[src/rtl/rsa_pkg.sv]
// ============================================================================
// Module : rsa_pkg
// Brief  : Shared constants and helpers for the RSA modular arithmetic units.
// Rev    : 1.0  initial release
// ============================================================================
`default_nettype none

package rsa_pkg;

  localparam logic [1:0] ST_IDLE  = 2'd0;
  localparam logic [1:0] ST_CHECK = 2'd1;
  localparam logic [1:0] ST_RUN   = 2'd2;

  // Bit-index counter width; clamped so a degenerate width still yields a 1-bit counter.
  function automatic int cnt_width(input int width);
    return (width <= 2) ? 1 : $clog2(width);
  endfunction

endpackage

`default_nettype wire

[src/rtl/modmul_step.sv]
// ============================================================================
// Module : modmul_step
// Brief  : One MSB-first interleaved step: r_next = (2r + bit*b) mod n, given r,b < n.
// Rev    : 1.0  initial release
// ============================================================================
`default_nettype none

module modmul_step #(
  parameter int WIDTH = 64
) (
  input  logic [WIDTH-1:0] r,
  input  logic [WIDTH-1:0] b,
  input  logic [WIDTH-1:0] n,
  input  logic             a_bit,
  output logic [WIDTH-1:0] r_next
);

  logic [WIDTH+1:0] w_n_ext;
  logic [WIDTH+1:0] w_t;
  logic [WIDTH+1:0] w_u;

  assign w_n_ext = {2'b00, n};
  // t < 3n, so two conditional subtractions always land back in [0, n).
  assign w_t     = {1'b0, r, 1'b0} + (a_bit ? {2'b00, b} : '0);
  assign w_u     = (w_t >= w_n_ext) ? (w_t - w_n_ext) : w_t;
  assign r_next  = (w_u >= w_n_ext) ? WIDTH'(w_u - w_n_ext) : WIDTH'(w_u);

endmodule

`default_nettype wire

[src/rtl/modmul_serial.sv]
// ============================================================================
// Module : modmul_serial
// Brief  : Bit-serial (a*b) mod n with start/busy/done handshake and operand check.
// Rev    : 1.0  initial release
// ============================================================================
`default_nettype none

module modmul_serial
  import rsa_pkg::*;
#(
  parameter int WIDTH = 64
) (
  input  logic             clk,
  input  logic             rst_n,
  input  logic             start,
  input  logic [WIDTH-1:0] a,
  input  logic [WIDTH-1:0] b,
  input  logic [WIDTH-1:0] n,
  output logic             busy,
  output logic             done,
  output logic [WIDTH-1:0] result,
  output logic             err
);

  localparam int CNT_W = cnt_width(WIDTH);

  logic [1:0]       r_state;
  logic [WIDTH-1:0] r_a;
  logic [WIDTH-1:0] r_b;
  logic [WIDTH-1:0] r_n;
  logic [WIDTH-1:0] r_acc;
  logic [CNT_W-1:0] r_idx;
  logic             r_busy;
  logic             r_done;
  logic [WIDTH-1:0] r_result;
  logic             r_err;

  logic [WIDTH-1:0] w_r_next;
  logic             w_operand_err;

  assign w_operand_err = (r_n == '0) || (r_a >= r_n) || (r_b >= r_n);

  modmul_step #(
    .WIDTH (WIDTH)
  ) u_step (
    .r      (r_acc),
    .b      (r_b),
    .n      (r_n),
    .a_bit  (r_a[r_idx]),
    .r_next (w_r_next)
  );

  always_ff @(posedge clk) begin
    if (!rst_n) begin
      r_state  <= ST_IDLE;
      r_a      <= '0;
      r_b      <= '0;
      r_n      <= '0;
      r_acc    <= '0;
      r_idx    <= '0;
      r_busy   <= 1'b0;
      r_done   <= 1'b0;
      r_result <= '0;
      r_err    <= 1'b0;
    end else begin
      r_done <= 1'b0;
      case (r_state)
        ST_IDLE: begin
          if (start) begin
            r_a     <= a;
            r_b     <= b;
            r_n     <= n;
            r_acc   <= '0;
            r_busy  <= 1'b1;
            r_state <= ST_CHECK;
          end
        end
        ST_CHECK: begin
          if (w_operand_err) begin
            r_result <= '0;
            r_err    <= 1'b1;
            r_done   <= 1'b1;
            r_busy   <= 1'b0;
            r_state  <= ST_IDLE;
          end else begin
            r_idx   <= CNT_W'(WIDTH - 1);
            r_state <= ST_RUN;
          end
        end
        ST_RUN: begin
          r_acc <= w_r_next;
          if (r_idx == '0) begin
            r_result <= w_r_next;
            r_err    <= 1'b0;
            r_done   <= 1'b1;
            r_busy   <= 1'b0;
            r_state  <= ST_IDLE;
          end else begin
            r_idx <= r_idx - 1'b1;
          end
        end
        default: r_state <= ST_IDLE;
      endcase
    end
  end

  assign busy   = r_busy;
  assign done   = r_done;
  assign result = r_result;
  assign err    = r_err;

endmodule

`default_nettype wire

[config.mk]
export PLATFORM = sky130hd
export DESIGN_NAME = modmul_serial
export DESIGN_NICKNAME = d
export VERILOG_FILES = /design/src/rtl/rsa_pkg.sv /design/src/rtl/modmul_step.sv /design/src/rtl/modmul_serial.sv
export SDC_FILE = /design/constraint.sdc
export NUM_CORES = 1
export LEC_CHECK = 0
export BUFFER_PORTS_ARGS = -buffer_cell sky130_fd_sc_hd__buf_2
export CAP_MARGIN = 5
export CORE_MARGIN = 4
export CORE_UTILIZATION = 45
export CTS_CLUSTER_SIZE = 20
export DETAILED_ROUTE_END_ITERATION = 10
export GPL_ROUTABILITY_DRIVEN = 1
export PLACE_DENSITY_LB_ADDON = 0.2
export SYNTH_ARGS = -nofsm -noshare
export SYNTH_HDL_FRONTEND = slang
export SYNTH_SLANG_ARGS = --single-unit
export TNS_END_PERCENT = 1
[constraint.sdc]
create_clock -name clk -period 19.45 [get_ports clk]
set_input_delay 4.8625 -clock clk [delete_from_list [all_inputs] [get_ports clk]]
set_output_delay 4.8625 -clock clk [all_outputs]
set_load 0.02 [all_outputs]
# Word-level counts from Yosys, hierarchy flattened
# Index checks and enable logic that the tools add are counted.
[totals]
register_bits = 331
in_bits = 195
out_inout_bits = 67
elab_cells = 66
[op_classes]
n_addsub = 4
order_cmp = 5
eq_ne = 7
n_mux = 26
n_reduce_logical = 14
[op_table]
columns = ["operator", "n"]
rows = [
  ["$mux 64", 5],
  ["$pmux 64 s2", 2],
  ["$ge 66x64->1", 2],
  ["$ge 64x64->1", 2],
  ["$add 65x66->66", 1],
  ["$mux 66", 1],
  ["$sub 66x64->66", 1],
  ["$logic_not 64->1", 1],
  ["$sub 64x64->64", 1],
  ["$mux 6", 2],
  ["$pmux 6 s2", 1],
  ["$ne 2x2->1 const B", 5],
  ["$lt 6x7->1 const B", 1],
  ["$mux 1", 7],
  ["$bmux 1 s6", 1],
  ["$logic_not 6->1", 1],
  ["$mux 2", 3],
  ["$pmux 2 s3", 1],
  ["$reduce_and 2->1", 3],
  ["$reduce_and 3->1", 2],
  ["$sub 6x1->6 const B", 1],
  ["$pmux 1 s2", 2],
  ["$reduce_and 4->1", 1],
  ["$reduce_bool 2->1", 2],
  ["other kinds (6)", 7],
]

# Depth between registers and ports, before layout
# Gate-level depths: netlist of the first run.
[depth]
depth_word = 10
ltp_mapped = 48
depth_no_buf = 40

# Hierarchy
# A second synthesis of the first run with hierarchy kept.
[hier_totals]
hier_cells = 3798
hier_area_um2 = 30319.1
[modules_own_cells]
columns = ["mod", "n_inst", "cells_each", "area_per_inst_um2", "seq_area_each_um2"]
rows = [
  ["modmul_serial", 1, 1839, 15782.6, 6626.4],
  ["modmul_step", 1, 1959, 14536.4, 0.0],
]

# Worst setup path after synthesis of the first run
# No wires, ideal clock.
[synth_timing]
path_kind = "register to register"
start = "reg r_idx[0]"
end = "reg r_acc[42]"
setup_ns = 0.117
t_arrival_ns = 10.664
t_required_ns = 19.333
path_slack_ns = 8.670
path_stages_with_launch = 48
path_buffers = 8
period_less_slack_ns = 10.780
path_cell_list = "dfxtp_1 clkbuf_1 buf_2 mux4_2 mux4_2 mux4_2 clkbuf_1 and2_1 ha_1 fa_1 a211oi_1 o21ai_1 o2111ai_2 o211ai_1 a31oi_1 o21bai_1 a21oi_1 xnor2_1 [... 12 more ...] buf_6 mux2_2 ha_1 fa_1 nand2b_1 a211oi_1 o21ai_1 a21oi_1 a211o_1 nand2_1 o31a_1 o21bai_1 a211oi_1 o2111ai_1 buf_4 buf_8 mux2_4 a22o_1"
[synth_between]
elab_chain_cells = 9
word_cells_on_any_way = 11
classes_between = "3 x add/sub; 2 x order compare; 6 x mux"
[synth_lines]
columns = ["element", "line_no", "rtl"]
rows = [
  ["start, declared", "modmul_serial.sv:32", "logic [CNT_W-1:0] r_idx;"],
  ["start signal, assigned", "modmul_serial.sv:86", "r_idx <= CNT_W'(WIDTH - 1);"],
  ["start signal, assigned", "modmul_serial.sv:99", "r_idx <= r_idx - 1'b1;"],
  ["$bmux 1 s6 *", "modmul_serial.sv:49", ".a_bit (r_a[r_idx]),"],
  ["$mux 1 (implied by the code) *", "modmul_serial.sv:49", ""],
  ["$mux 64 *", "modmul_step.sv:24", "assign w_t = {1'b0, r, 1'b0} + (a_bit ? {2'b00, b} : '0);"],
  ["$add 65x66->66 *", "modmul_step.sv:24", ""],
  ["$sub 66x64->66 / $ge 66x64->1 (equally long branches)", "modmul_step.sv:25", "assign w_u = (w_t >= w_n_ext) ? (w_t - w_n_ext) : w_t;"],
  ["$mux 66 *", "modmul_step.sv:25", ""],
  ["$sub 64x64->64 / $ge 66x64->1 (equally long branches)", "modmul_step.sv:26", "assign r_next = (w_u >= w_n_ext) ? WIDTH'(w_u - w_n_ext) : WIDTH'(w_u);"],
  ["$mux 64 *", "modmul_step.sv:26", ""],
  ["$pmux 64 s2 *", "modmul_serial.sv:67", "case (r_state)"],
  ["end signal, assigned", "modmul_serial.sv:91", "r_acc <= w_r_next;"],
  ["end, declared", "modmul_serial.sv:31", "logic [WIDTH-1:0] r_acc;"],
]
# Mark *: on every way between the ends. The rest lies on a longest branch, timed or not. The select of a mux whose other input is x is not followed.
# A chain may end at the register's enable or synchronous reset.

# Worst setup path in the final report of the first run
[layout_timing]
start = "reg r_idx[0]"
end = "reg r_result[34], in the netlist result[34]"
[layout_between]
elab_chain_cells = 10
word_cells_on_any_way = 15
classes_between = "3 x add/sub; 2 x order compare; 1 x eq/ne; 7 x mux; 2 x reduce/logical"
[layout_lines]
columns = ["element", "line_no", "rtl"]
rows = [
  ["$bmux 1 s6", "modmul_serial.sv:49", ""],
  ["$mux 1 (implied by the code)", "modmul_serial.sv:49", ""],
  ["$mux 64", "modmul_step.sv:24", ""],
  ["$add 65x66->66", "modmul_step.sv:24", ""],
  ["$sub 66x64->66 / $ge 66x64->1 (equally long branches)", "modmul_step.sv:25", ""],
  ["$mux 66", "modmul_step.sv:25", ""],
  ["$sub 64x64->64 / $ge 66x64->1 (equally long branches)", "modmul_step.sv:26", ""],
  ["$mux 64", "modmul_step.sv:26", ""],
  ["$mux 64", "modmul_serial.sv:92", "if (r_idx == '0) begin"],
  ["$pmux 64 s2", "modmul_serial.sv:67", ""],
  ["end signal, assigned", "modmul_serial.sv:93", "r_result <= w_r_next;"],
  ["end, declared", "modmul_serial.sv:35", "logic [WIDTH-1:0] r_result;"],
]
# Several ways; a longest one is shown, not always the timed one. The select of a mux whose other input is x is not followed.

==> impl_metrics.toml, run 1 <==
[pwr]
p_per_area_nw_per_um2 = 173
vdd_drop_max_mv = 0.152
power.static_leakage_nw = 14.4

[synthesis]
synth_top_area_share_pct = 23.7
yosysSeqAreaShare_pct = 23.7
ys_ff_latch = 331
yosys_warnings = 0
syn_nets = 4184
synth_area_um2 = 28000
synth_edf_count = 0
yosysTopAreaCell = "dfxtp_1"
synthTopCellsByArea = "dfxtp_1 (24%), ha_1 (15%), nand2_1 (8.8%)"
synthFlopType = "dfxtp_1"
synth_cells = 3661
avgSynthCellArea_um2 = 7.65
ys_types = 87
async_reset_ff_share_pct = 0

[worst_setup_path]
slowest_stage = "dfxtp_1"
endpoint_kind = "flip-flop"
max_stage_delay_ns = 1.14
critPathKind = "flip-flop to flip-flop"
crit_required_ns = 19.91
path_max_fanout = 64
worstPathArrival_ns = 14.60
path_buf_inv = 3
critPathTopFamily = "compound AO/OA/AOI/OAI gates"
startpoint_type = "flip-flop"

[grt]
gr-usage-met1_pct = 42.2
grt-busiest-layer = "met2"
overflow = 0
grt_pass1_vias = 26600
grt_max_degree = 113
grt_pass1_wl_mm = 157
grt_util_met3_pct = 4.57
grt_use_total_pct = 30.0
grt_antenna_before_repair = 2
grt_util_met2_pct = 47.6

[sta]
hold_violations = 0
fin_crit_sh_pct = 72.7
fmax_ghz = 0.0707
drv_slew = 0
period_needed_ns = 14.14
rsz0062_at_grt = "false"
fin_ws_ns = 5.31
finClkSkew_ns = 0.0259
setup-violations-final = 0
relSlewSlack_pct = 17.9
worst_pin_slew_ns = 1.23
tns_ns = 0

[clock_tree]
cts-root-buf = "clkbuf_16"
insertion_delay_ns = 0.57
h-tree-depth = 2
clkTransAtPathRegs_ns = 0.07
cts_tree = "built"
postCtsHoldBufs = 0
cts_setup_buffers = 0
cts_sinks = 331
cts_buffers = 37
cts_buffer_depth = 3
cts_resized = 0

[routing]
routedWlPerCell_um = 22.4
drt_wl_total_mm = 104
ant_nets = 0
initialDrtViolationCount = 2531
via_per_inst = 6.02
vias = 28000
firstDrtPassIters = 7
drc = 0

[final_layout]
final_nets = 4315
area_growth_pct = 11.2
final_cells = 4657
final_cell_mix = "nand2_1 (658), a21oi_1 (464), dfxtp_1 (331)"
layout_commonest_cell = "nand2_1"
drive_gt1_share_pct = 12.2

[die]
die_x_um = 257
start_util_pct = 45.4
die_y_um = 257
core-area_um2 = 61700
io_pins = 262
rows = 91
dieArea_um2 = 66300

[placement]
dp_cells = 4590
dp.final_hpwl_mm = 83.1
dp_slack_ns = 5.47
place_congestion = 1.02
portBuffers = 261

[status]
status = "completed"

[job]
drv_cap = 0

[worst_hold_path]
hold_path_class = "flip-flop to flip-flop"
==> sequential cells by signal (all words and copies together), names as in the netlist <==
signal   count
r_a         64
r_acc       64
r_b         64
r_n         64
result      64
r_idx        6
r_state      2
busy         1
done         1
err          1
==> where the power goes <==
| part | total, mW | internal, mW | switching [mW] | leakage, nW |
|---|---|---|---|---|
| Combinational | 3.81 | 1.46 | 2.35 | 11.0 |
| Clock | 0.806 | 0.502 | 0.305 | 0.669 |
| Sequential | 0.780 | 0.724 | 0.0558 | 2.70 |
==> synth_stat cells, types with 45 or more instances <==
library cell / instances
nand3_1: 63
xor2_1: 63
clkbuf_1: 156
mux2_2: 60
o21ai_0: 131
a21oi_1: 464
nor3_1: 45
dfxtp_1: 331
ha_1: 325
nor2_1: 145
nand4_1: 77
xnor2_1: 113
o21ai_1: 97
and2_1: 80
a21o_1: 135
nand2_1: 659
mux2i_1: 49
inv_1: 126
==> tightest hold or removal path: cells and delay by family, from the launching register on <==
family	cells	cell delay [ns]
AOI/OAI and AO/OA	1	0.05
and+or+nand+nor	1	0.05
DFF	1	0.30
==> layer usage <==
metal	wire, um	part of all wire (%)
met3	7790	7.5
met1	47400	46
met5	13	0.012
met4	3400	3.3
met2	45600	44
==> logic make-up after synthesis <==
kind of cell               count (synthesis)  synth area share, %
adders and majority gates                328                 14.7
xor gates and xnor gates                 176                 5.50
and+or+nand+nor                         1234                 20.1
buffers and inverters                    312                 4.52
DFF                                      331                 23.7
muxes                                    142                 6.44
AOI/OAI and AO/OA                       1138                 25.1
==> layout make-up <==
class	instances	area (um2)
Inverter	127	482
Clock inverter	21	374
Timing Repair Buffer	277	1430
Sequential cell	331	6630
Multi-Input combinational cell	3018	20200
Clock buffer	44	1000
Antenna cell	2	5.00
Tap cell	837	1050
Fill cell	6355	30600
==> worst paths after layout <==
path	startpoint	cells past startpoint	slack [ns]	to
max	r_idx[0]$_SDFFE_PN0P_	42	5.31	result[34]$_SDFFE_PN0P_
min	result[20]$_SDFFE_PN0P_	2	0.44	result[20]$_SDFFE_PN0P_
max reg2reg	r_idx[0]$_SDFFE_PN0P_	42	5.31	result[34]$_SDFFE_PN0P_
min reg2reg	result[20]$_SDFFE_PN0P_	2	0.44	result[20]$_SDFFE_PN0P_
==> through the flow <==
stage	utilization, %	total power, mW	instance area (um2)	hold slack [ns]
4_1_cts	50.5	5.33	31100	0.447
6_report	50.5	5.40	31100	0.441
3_3_place_gp	48.2	4.51	29800	0.434
3_5_place_dp	48.2	4.50	29800	0.438
2_1_floorplan	-	3.58	28000	0.432
5_1_grt	50.5	5.71	31100	0.457
Note: power is estimated with default switching activity, not from simulation.
==> run 2, diff against run 1 <==
==> constraint.sdc (replaced) <==
create_clock -name clk -period 13.09 [get_ports clk]
set_input_delay 3.2725 -clock clk [delete_from_list [all_inputs] [get_ports clk]]
set_output_delay 3.2725 -clock clk [all_outputs]
set_load 0.02 [all_outputs]
==> run 2 against run 1 <==
  * Die area stayed put
  * Maximum frequency is 13% higher
  * Combinational power is 58% higher
  * Clock-buffer cell count is 12 higher
  * Critical path type unchanged
  * Critical endpoint is now r_acc[60]$_SDFFE_PN0P_
  * Highest routed layer unchanged
==> impl_metrics.toml, run 2 (synthesis results as in run 1) <==
[die]
io_pins = 262
start_util_pct = 45.4
core-area_um2 = 61700
dieArea_um2 = 66300
die_x_um = 257
die_y_um = 257
rows = 91

[pwr]
pwr-share-seq_pct = 13.8
p_per_area_nw_per_um2 = 265
switching_share_pct = 49.5
comb_power_share_pct = 72.3
p_int_mw = 4.19
power.static_leakage_nw = 14.6
vdd_drop_max_mv = 0.283
finalPower_mw = 8.31
switchingPower_mw = 4.12
p_clk_share_pct = 13.9

[routing]
vias = 28000
firstDrtPassIters = 6
routedWlPerCell_um = 22.3
initialDrtViolationCount = 2617
drt_wl_total_mm = 105
via_per_inst = 5.97
ant_nets = 0
drc = 0

[worst_setup_path]
max_stage_delay_ns = 0.74
endpoint_kind = "flip-flop"
r2r-end = "r_acc[60]$_SDFFE_PN0P_"
path_max_fanout = 19
critPathTopFamily = "compound AO/OA/AOI/OAI gates"
critPathKind = "flip-flop to flip-flop"
r2r.worst_path.cells = 42
startpoint_type = "flip-flop"
worstPathArrival_ns = 12.99
r2r_slack_ns = 0.57
slowest_stage = "mux4_2"
path_buf_inv = 6
crit_top_cell = "buf_4"
path_depth = 42
crit_required_ns = 13.57
r2r-start = "r_idx[1]$_SDFFE_PN0P_"

[sta]
hold_violations = 0
worst_pin_slew_ns = 1.17
rsz0062_at_grt = "true"
fin_crit_sh_pct = 95.6
relSlewSlack_pct = 22.1
fmax_ghz = 0.0799
drv_slew = 0
finClkSkew_ns = 0.0270
setup-violations-final = 0
period_needed_ns = 12.52

[clock_tree]
postCtsHoldBufs = 0
h-tree-depth = 2
cts_setup_buffers = 0
cts_resized = 0
cts_buffers = 39
clkTransAtPathRegs_ns = 0.06
cts-root-buf = "clkbuf_16"
cts_sinks = 331
insertion_delay_ns = 0.59
cts_tree = "built"
cts_buffer_depth = 3

[final_layout]
final_cell_mix = "nand2_1 (658), a21oi_1 (464), dfxtp_1 (331)"
layout_commonest_cell = "nand2_1"
drive_gt1_share_pct = 12.8
area_growth_pct = 12.1
final_nets = 4346
fin_util_pct = 50.9
antennaDiodeCount = 0

[worst_hold_path]
min_to = "result[40]$_SDFFE_PN0P_"
min_from = "result[40]$_SDFFE_PN0P_"
hold_path_class = "flip-flop to flip-flop"
worstHoldPathCells = 2

[status]
status = "completed"

[grt]
grt_max_degree = 109
grt_antenna_before_repair = 1
grt_use_total_pct = 29.7
grt_pass1_vias = 26300
overflow = 0
grt_pass1_wl_mm = 156

[placement]
place_congestion = 1.02
dp.final_hpwl_mm = 82.8
portBuffers = 261

[job]
drv_cap = 0
run 2: changes by cell type in the layout (fill, tap and decap cells not counted), sizes merged, moves of 2 or more:
cell	before	now
buf	277	305
bufinv	10	4
clkbuf	44	56
clkinv	5	8
diode	2	0
inv	130	128
run 2: power by group through the flow:
| stage | registers [mW] | clock network [mW] | logic, mW |
|---|---|---|---|
| 4_1_cts | 1.15 | 1.18 | 5.87 |
| 5_1_grt | 1.16 | 1.21 | 6.42 |
| 6_report | 1.15 | 1.15 | 6.01 |
| 2_1_floorplan | 1.14 | 0 | 4.19 |
| 3_5_place_dp | 1.17 | 0 | 5.83 |
| 3_3_place_gp | 1.17 | 0 | 5.87 |
run 2: worst max-delay path by stage:
stage / from / to / slack (ns)
3_3_place_gp: r_idx[0]$_SDFFE_PN0P_ / r_acc[46]$_SDFFE_PN0P_ / 0.46
4_1_cts: r_idx[0]$_SDFFE_PN0P_ / r_acc[54]$_SDFFE_PN0P_ / 0.71
3_5_place_dp: r_idx[0]$_SDFFE_PN0P_ / r_acc[54]$_SDFFE_PN0P_ / 0.75
5_1_grt: r_idx[0]$_SDFFE_PN0P_ / result[60]$_SDFFE_PN0P_ / -0.02
2_1_floorplan: r_idx[0]$_SDFFE_PN0P_ / r_acc[42]$_SDFFE_PN0P_ / 2.31
6_report: r_idx[1]$_SDFFE_PN0P_ / r_acc[60]$_SDFFE_PN0P_ / 0.57
run 2: area by class of cell:
cell class / count / area, um2
clock buffer: 56 / 1130
clock inverter: 15 / 228
fill: 6250 / 30300
inverter: 127 / 482
multi-input combinational: 3019 / 20200
sequential: 331 / 6630
tap: 837 / 1050
timing repair buffer: 305 / 1690
run 2: per-layer routing:
layer | track usage (%) | wire (um) | vias up
li1 | - | - | 13500
met1 | 42.3 | 46900 | 13000
met2 | 46.4 | 45000 | 1237
met3 | 4.66 | 9130 | 199
met4 | 8.83 | 3470 | 2
met5 | 0 | 19 | -
run 2: stage by stage:
stage,setup TNS (ns),hold WS (ns),instance area (um2),std cells,setup WS (ns)
after CTS,0,0.446,31400,4689,0.709
after global placement,0,0.435,30000,4617,0.462
after floorplan,0,0.432,28000,3661,2.31
after global routing,-0.0258,0.462,31400,4690,-0.0166
after detailed placement,0,0.439,30000,4618,0.749
final,0,0.441,31400,4690,0.575
run 2: worst min-delay path, cell delays in order, from the launching register on:
cell and delay, ns:
dfxtp_1 0.30, nand2_1 0.05, o21ai_1 0.05
